`src/rtl/reg_writeback_if.sv`:
```
// Execute-to-writeback handshake and register-file write port bundle.
// slave is the writeback stage; master is the execute/register-file side.
interface reg_writeback_if #(
    parameter int W = 8,
    parameter int D = 4
);
    logic         ex_valid;
    logic         ex_acc_we;
    logic         ex_reg_we;
    logic [D-1:0] ex_reg_index;
    logic [W-1:0] ex_acc_value;
    logic [W-1:0] ex_reg_value;
    logic         ex_stall;
    logic         AccWrite;
    logic         RegWrite;
    logic [D-1:0] reg_index;
    logic [W-1:0] writeValue;

    modport master (
        output ex_valid, ex_acc_we, ex_reg_we,
        output ex_reg_index, ex_acc_value, ex_reg_value,
        input  ex_stall,
        input  AccWrite, RegWrite, reg_index, writeValue
    );

    modport slave (
        input  ex_valid, ex_acc_we, ex_reg_we,
        input  ex_reg_index, ex_acc_value, ex_reg_value,
        output ex_stall,
        output AccWrite, RegWrite, reg_index, writeValue
    );
endinterface

```
`src/rtl/reg_writeback.sv`:
```
// Writeback stage: serialises dual acc+reg writes, counts retired results.
// Define WB_BYPASS_EN to add the fwd_acc_valid/fwd_acc_value bypass outputs.
module reg_writeback #(
    parameter int W  = 8,
    parameter int D  = 4,
    parameter int CW = 16
) (
    input  logic          CLK,
    input  logic          Reset,
    reg_writeback_if.slave wb,
`ifdef WB_BYPASS_EN
    output logic          fwd_acc_valid,
    output logic [W-1:0]  fwd_acc_value,
`endif
    output logic [CW-1:0] retire_count
);
    typedef enum logic {
        IDLE,
        PEND_REG
    } state_t;

    state_t       state_q,  state_d;
    logic         acc_we_q, acc_we_d;
    logic         reg_we_q, reg_we_d;
    logic [D-1:0] idx_q,    idx_d;
    logic [W-1:0] val_q,    val_d;
    logic [D-1:0] pidx_q,   pidx_d;
    logic [W-1:0] pval_q,   pval_d;
    logic [CW-1:0] cnt_q,   cnt_d;
    logic         accept;

    assign wb.ex_stall = (state_q == PEND_REG);
    assign accept      = wb.ex_valid && !wb.ex_stall;

    always_comb begin
        state_d  = state_q;
        acc_we_d = 1'b0;
        reg_we_d = 1'b0;
        idx_d    = idx_q;
        val_d    = val_q;
        pidx_d   = pidx_q;
        pval_d   = pval_q;
        cnt_d    = cnt_q;
        unique case (state_q)
            IDLE: begin
                if (accept) begin
                    cnt_d = cnt_q + CW'(1);
                    if (wb.ex_acc_we) begin
                        acc_we_d = 1'b1;
                        val_d    = wb.ex_acc_value;
                        if (wb.ex_reg_we) begin
                            // Register half waits one cycle behind the acc write.
                            pidx_d  = wb.ex_reg_index;
                            pval_d  = wb.ex_reg_value;
                            state_d = PEND_REG;
                        end
                    end else if (wb.ex_reg_we) begin
                        reg_we_d = 1'b1;
                        idx_d    = wb.ex_reg_index;
                        val_d    = wb.ex_reg_value;
                    end
                end
            end
            PEND_REG: begin
                reg_we_d = 1'b1;
                idx_d    = pidx_q;
                val_d    = pval_q;
                state_d  = IDLE;
            end
            default: state_d = IDLE;
        endcase
    end

    always_ff @(posedge CLK or posedge Reset) begin
        if (Reset) begin
            state_q  <= IDLE;
            acc_we_q <= 1'b0;
            reg_we_q <= 1'b0;
            idx_q    <= '0;
            val_q    <= '0;
            pidx_q   <= '0;
            pval_q   <= '0;
            cnt_q    <= '0;
        end else begin
            state_q  <= state_d;
            acc_we_q <= acc_we_d;
            reg_we_q <= reg_we_d;
            idx_q    <= idx_d;
            val_q    <= val_d;
            pidx_q   <= pidx_d;
            pval_q   <= pval_d;
            cnt_q    <= cnt_d;
        end
    end

    assign wb.AccWrite   = acc_we_q;
    assign wb.RegWrite   = reg_we_q;
    assign wb.reg_index  = idx_q;
    assign wb.writeValue = val_q;
    assign retire_count  = cnt_q;

`ifdef WB_BYPASS_EN
    // A register write to index 0 lands in the accumulator too.
    assign fwd_acc_valid = acc_we_q || (reg_we_q && (idx_q == '0));
    assign fwd_acc_value = val_q;
`endif
endmodule
```
`src/flat_wrapper.sv`:
```
// flat-port wrapper written by rule: the top's interface ports become plain ports
module reg_writeback_flat 
#(
    parameter int W  = 8,
    parameter int D  = 4,
    parameter int CW = 16
)
  (CLK, Reset, retire_count, wb_ex_valid, wb_ex_acc_we, wb_ex_reg_we, wb_ex_reg_index, wb_ex_acc_value, wb_ex_reg_value, wb_ex_stall, wb_AccWrite, wb_RegWrite, wb_reg_index, wb_writeValue);
  reg_writeback_if #(.W(W), .D(D)) wb_i ();
  input  logic CLK;
  input  logic Reset;
  output logic [CW-1:0] retire_count;
  input wire logic [$bits(wb_i.ex_valid)-1:0] wb_ex_valid;
  input wire logic [$bits(wb_i.ex_acc_we)-1:0] wb_ex_acc_we;
  input wire logic [$bits(wb_i.ex_reg_we)-1:0] wb_ex_reg_we;
  input wire logic [$bits(wb_i.ex_reg_index)-1:0] wb_ex_reg_index;
  input wire logic [$bits(wb_i.ex_acc_value)-1:0] wb_ex_acc_value;
  input wire logic [$bits(wb_i.ex_reg_value)-1:0] wb_ex_reg_value;
  output wire logic [$bits(wb_i.ex_stall)-1:0] wb_ex_stall;
  output wire logic [$bits(wb_i.AccWrite)-1:0] wb_AccWrite;
  output wire logic [$bits(wb_i.RegWrite)-1:0] wb_RegWrite;
  output wire logic [$bits(wb_i.reg_index)-1:0] wb_reg_index;
  output wire logic [$bits(wb_i.writeValue)-1:0] wb_writeValue;
  assign wb_i.ex_valid = wb_ex_valid;
  assign wb_i.ex_acc_we = wb_ex_acc_we;
  assign wb_i.ex_reg_we = wb_ex_reg_we;
  assign wb_i.ex_reg_index = wb_ex_reg_index;
  assign wb_i.ex_acc_value = wb_ex_acc_value;
  assign wb_i.ex_reg_value = wb_ex_reg_value;
  assign wb_ex_stall = wb_i.ex_stall;
  assign wb_AccWrite = wb_i.AccWrite;
  assign wb_RegWrite = wb_i.RegWrite;
  assign wb_reg_index = wb_i.reg_index;
  assign wb_writeValue = wb_i.writeValue;
  reg_writeback #(.W(W), .D(D), .CW(CW)) u_core (.CLK(CLK), .Reset(Reset), .wb(wb_i), .retire_count(retire_count));
endmodule
```
`config.mk`:
```
export PLATFORM = sky130hd
export DESIGN_NAME = reg_writeback_flat
export DESIGN_NICKNAME = d
export VERILOG_FILES = /design/src/rtl/reg_writeback_if.sv /design/src/rtl/reg_writeback.sv /design/src/flat_wrapper.sv
export SDC_FILE = /design/constraint.sdc
export NUM_CORES = 1
export LEC_CHECK = 0
export ABC_AREA = 1
export CAP_MARGIN = 30
export CORE_ASPECT_RATIO = 1.1
export CORE_MARGIN = 10
export CORE_UTILIZATION = 48
export DETAILED_ROUTE_END_ITERATION = 10
export PLACE_DENSITY = 0.88
export SYNTH_ARGS = -nofsm -noshare
export SYNTH_HDL_FRONTEND = slang
export SYNTH_SLANG_ARGS = --single-unit
```
`constraint.sdc`:
```
create_clock -name CLK -period 1.52 [get_ports CLK]
set_input_delay 0.304 -clock CLK [delete_from_list [all_inputs] [get_ports CLK]]
set_output_delay 0.304 -clock CLK [all_outputs]
set_load 0.005 [all_outputs]
```
# Yosys cells after proc, flatten, opt, wreduce, memory -nomap -nowiden
# Index checks and enable logic that the tools add are counted.
# totals
ff_bits,43
latch_bits,0
mem_bits_rw,0
rom_bits,0
input_bits,25
n_memories,0
# op_classes
add_sub_neg,1
n_mul,0
n_div,0
order_cmp,0
eq_ne,4
shift,0
muxes,18
n_bitwise,1
reduce_logical,6
# op_table
operator,count
8-bit two-way mux,3
16-bit by 1-bit adder with 16-bit output (second input constant),1
8-bit case mux with 2 select lines,1
4-bit two-way mux,3
1-bit two-way mux,8
4-bit case mux with 2 select lines,1
2-bit inequality test (second input constant),2
1-bit case mux with 2 select lines,2
2-bit AND reduction,2
4-bit AND reduction,1
3-bit inequality test (second input constant),1
3-bit AND reduction,1
2-bit by 1-bit inequality test with 1-bit output (second input constant),1
1-bit logical AND,1
1-bit logical NOT,1
1-bit inverter,1

# Depth between registers and ports, before layout
# depth
ltp_word,4
mapped_depth,7
ltp_nobuf,7

# Worst setup path before layout
# Ideal clock, no wire load.
# synth_timing
path_kind,reg2reg
startpoint,reg u_core.cnt_q[1] (netlist: u_core.retire_count[1])
endpoint,reg u_core.cnt_q[12] (netlist: u_core.retire_count[12])
setup_time_ns,0.120
t_arrival_ns,1.084
path_slack_ns,0.316
path_stages_with_launch,7
n_path_buf,0
synth_period_minus_slack_ns,1.204
path_cell_list,dfrtp_1 -> ha_1 -> nand3_1 -> nor2_4 -> nand2_1 -> o21ai_1 -> nand2_1
# synth_between
elab_chain_len,1
# synth_rtl
item,line_no,source
"start, declared",reg_writeback.sv:29,"logic [CW-1:0] cnt_q, cnt_d;"
"start signal, assigned",reg_writeback.sv:92,cnt_q <= cnt_d;
16-bit by 1-bit adder with 16-bit output,reg_writeback.sv:47,cnt_d = cnt_q + CW'(1);
# No other way between the ends.
# A chain may end at the register's enable or synchronous reset.

# Worst setup path in the final report
# layout_timing
startpoint,reg u_core.state_q (netlist: u_core.wb.ex_stall)
endpoint,out wb_ex_stall
# layout_lines
item,line_no,source
"start, declared",reg_writeback.sv:22,"state_t state_q, state_d;"
"start signal, assigned",reg_writeback.sv:85,state_q <= state_d;
"end, declared",flat_wrapper.sv:19,output wire logic [$bits(wb_i.ex_stall)-1:0] wb_ex_stall;
# No word-level cell between the ends.

==> results.txt <==
The maximum single-stage delay on the critical path came out at 0.51 ns. The logic depth of the worst path, buffers included is 1. Counting instances in the post-synthesis netlist gives the leading cell types as nand2_1 (94), dfrtp_1 (43), nor2_1 (26). The run finished with clean final reports.

The height of the die came out at 88.3 um. The minimum period implied by the final worst setup slack came out at 1.48 ns. The total routing resource utilization after global routing is 15.6%. The fraction of final layout cells with drive strength greater than 1 came out at 14.4%. For the pin with the worst max-slew slack, the measured transition is 0.272 ns. The final clock skew came out at 0.00328 ns. The repair_antennas step left the layout with diodes totalling 0.

The area growth from synthesis to layout came out at 45.6%. The number of detailed-route iterations in the first pass came out at 4. Dividing the synthesized area by the synthesized cell count gives 8.20 sq um. The starting utilization of the core area came out at 50.5%.

The die covers 7240 sq um. The weighted congestion at the end of routability-driven global placement is 0.867. The distinct cell type count after synthesis is 24. The count of endpoints failing setup in the final report is 0. During synthesis, Yosys emitted a total of 0 warnings. The top cell type by area accounts for 52.9% of the synthesized area.

The half-perimeter wire length after detailed placement came out at 4000 um. The switching power came out at 912 uW. The post-CTS clock slew at the launch and capture registers of the worst setup and hold paths is 0.08 ns.

The TritonCTS clock tree is built. The violation count after the first detailed-routing iteration is 105. The number of vias in the routed layout came out at 1,917. The share of flip-flops with an asynchronous set or reset after synthesis came out at 100%.

The total internal power came out at 2.31 mW. Entering global routing, the biggest net connects 44 pins. The worst setup path is launched from a flip-flop. The tightest hold path in the finished design has a slack of 0.332 ns.

The synthesized netlist net count came out at 274. The core area came out at 4020 sq um. The post-synthesis instance area came out at 2030 sq um. The number of cells produced by synthesis is 248. Sorting the synthesized cells by area gives the leading types as dfrtp_1 (53%), nand2_1 (17%), nor2_1 (4.8%). The count of buffers inserted at the top-level ports is 55. By instance count, the leading cell after synthesis is nand2_1. The I/O pin count is 56. The total DRC errors in the routed layout is 0. The type of the worst setup path is flip-flop to output pin. The library cell with the largest summed area after synthesis is dfrtp_1. The number of flip-flops and latches in the synthesized netlist is 43.

In this run the tightest slew margin relative to its limit is 81.8%. The slowest stage of the critical path belongs to the cell clkdlybuf4s50_1. Counting along the longest clock path gives a buffer depth of 2. The cell class contributing the biggest share of worst-path delay is buffers and inverters. Net switching is 28.3% of the power. The final period utilization is 97.4%.

The destination of the worst register-to-register timing path is u_core.retire_count[8]. The initialized floorplan defines 24 standard-cell rows. The utilization of the core after routing is 73.6%.

The tree is rooted in a clkbuf_8. The net count reported at finish came out at 359. Combinational cells account for 29.9% of the total power. Of all nets on the critical path, the largest fanout is 2. The worst reg2reg path startpoint is u_core.retire_count[0].

The main flop type after synthesis is dfrtp_1. The number of global-route vias before repair is 1,937. The global-route wire length before repair came out at 9040 um. The minimum setup slack among reg-to-reg paths came out at 0.12 ns.

The H-tree generated during clock tree synthesis spans 2 levels. STA classifies the critical path endpoint as an output pin. The worst voltage drop across the vdd grid is 0.000593 V. The initial antenna violation count was 0.

In this run, synthesis inferred 0 flip-flops with an integrated enable. The start point of the critical path is u_core.wb.ex_stall. The reported leakage power is 1.51 nW.

Clock latency on the worst-skew pair, taken at its later pin, is 0.30 ns. The count of pins over their slew limit is 0. The share of synthesized area occupied by flip-flops and latches came out at 52.9%. The worst setup path endpoint is wb_ex_stall. The remaining number of nets flagged by the antenna check after routing is 0.

The number of clock buffers inserted by TritonCTS is 5. The critical path arrival came out at 1.18 ns. The tightest min-delay check is of the input pin to asynchronous set/reset pin type. The per-cell via count in the routed design is 4.97. The number of maximum-capacitance constraint violations came out at 0. Traced cell by cell, the critical path runs through clkdlybuf4s50_1. The width of the chip is 82.1 um. After detailed routing, the total wire length is 5370 um. Dividing the detail-routed wire length by the instance count gives 13.9 um. In this run, post-CTS hold repair placed 0 buffers. The required time of the critical path is 1.22 ns.

The hold violation count in the final report came out at 0. Together, buffers and inverters on the worst path number 1. The timing-limited maximum frequency came out at 676 MHz. The number of sinks driven by the clock tree is 43. In this run the power density over the cells is 1090 nW/um^2. Measured in cells, the most critical reg-to-reg path has a length of 9. The clock power share is 25.2%. The sequential share of power came out at 44.9%. The total overflow left after global routing is 0.
-- worst min-delay path by stage --
stage	startpoint	to	slack (ns)
2_1_floorplan	wb_ex_reg_index[0]	u_core.pidx_q[0]	0.41
3_3_place_gp	u_core.pval_q[5]	u_core.pval_q[5]	0.46
3_5_place_dp	u_core.pidx_q[3]	u_core.pidx_q[3]	0.47
4_1_cts	Reset	u_core.wb.reg_index[0]	0.35
5_1_grt	Reset	u_core.retire_count[4]	0.37
6_report	Reset	u_core.retire_count[13]	0.33
-- final cells by class --
cell class              count  area (sq um)
flip-flops and latches     43          1080
fillers                   303          1060
multi-input cells         179           855
repair buffers             83           785
clock buffers               8           100
inverters                  21          78.8
well taps                  52          65.1
-- registers in the layout, summed over array words and instances, names as in the netlist --
name,flops
u_core.wb.ex_stall,1
u_core.wb.reg_index,4
u_core.retire_count,16
u_core.wb.writeValue,8
u_core.wb.AccWrite,1
u_core.pidx_q,4
u_core.wb.RegWrite,1
u_core.pval_q,8
-- per-stage QoR --
stage	area [sq um]	total power, mW	TNS [ns]	setup slack, ns	cells
after global routing	2960	3.42	-0.000459	-0.000459	386
after global placement	2730	2.29	-1.34	-0.104	363
final	2960	3.22	0	0.0397	386
after floorplan	2030	1.83	0	0.213	248
after CTS	2940	3.23	0	0.00330	385
after detailed placement	2730	2.33	-2.66	-0.154	363
-- logic make-up (layout without fill, tap and decap cells) --
logic type	Yosys count	after routing	share of synthesized area, %
simple gates	143	143	30.1
buf+inv	26	112	5.29
xor+xnor	8	8	3.45
fa+ha+maj	1	1	0.615
flops	43	43	52.9
compound gates	27	27	7.63
-- routing by layer --
layer	track usage, %	wire length [um]
met5	0	0
met3	5.17	426
met1	17.6	2120
met4	4.33	44
met2	27.5	2780
-- cells in the final DEF (no fill, tap or decap), drive strengths merged --
cell,n
nor3,1
a21oi,2
ha,1
o211ai,4
nand4,1
dlymetal6s2s,5
clkbuf,8
dfrtp,43
a31oi,4
o21ai,15
nor2,30
o21bai,2
xor2,5
nand3,10
inv,20
clkinv,1
buf,28
nand3b,5
dlygate4sd2,1
clkdlybuf4s50,49
nand2,96
xnor2,3
-- timing repair --
action                     CTS  global route
setup endpoints to repair   15             5
buffers inserted            14             1
gates resized for setup      2             6
gates cloned                 0             0
-- power by group through the flow --
stage	registers (mW)	clock network, mW	logic (mW)
global placement	1.51	0	0.774
finish	1.45	0.811	0.963
detailed placement	1.52	0	0.808
CTS	1.45	0.816	0.966
global route	1.47	0.873	1.08
floorplan	1.50	0	0.327
(Power assumes the default switching activity.)
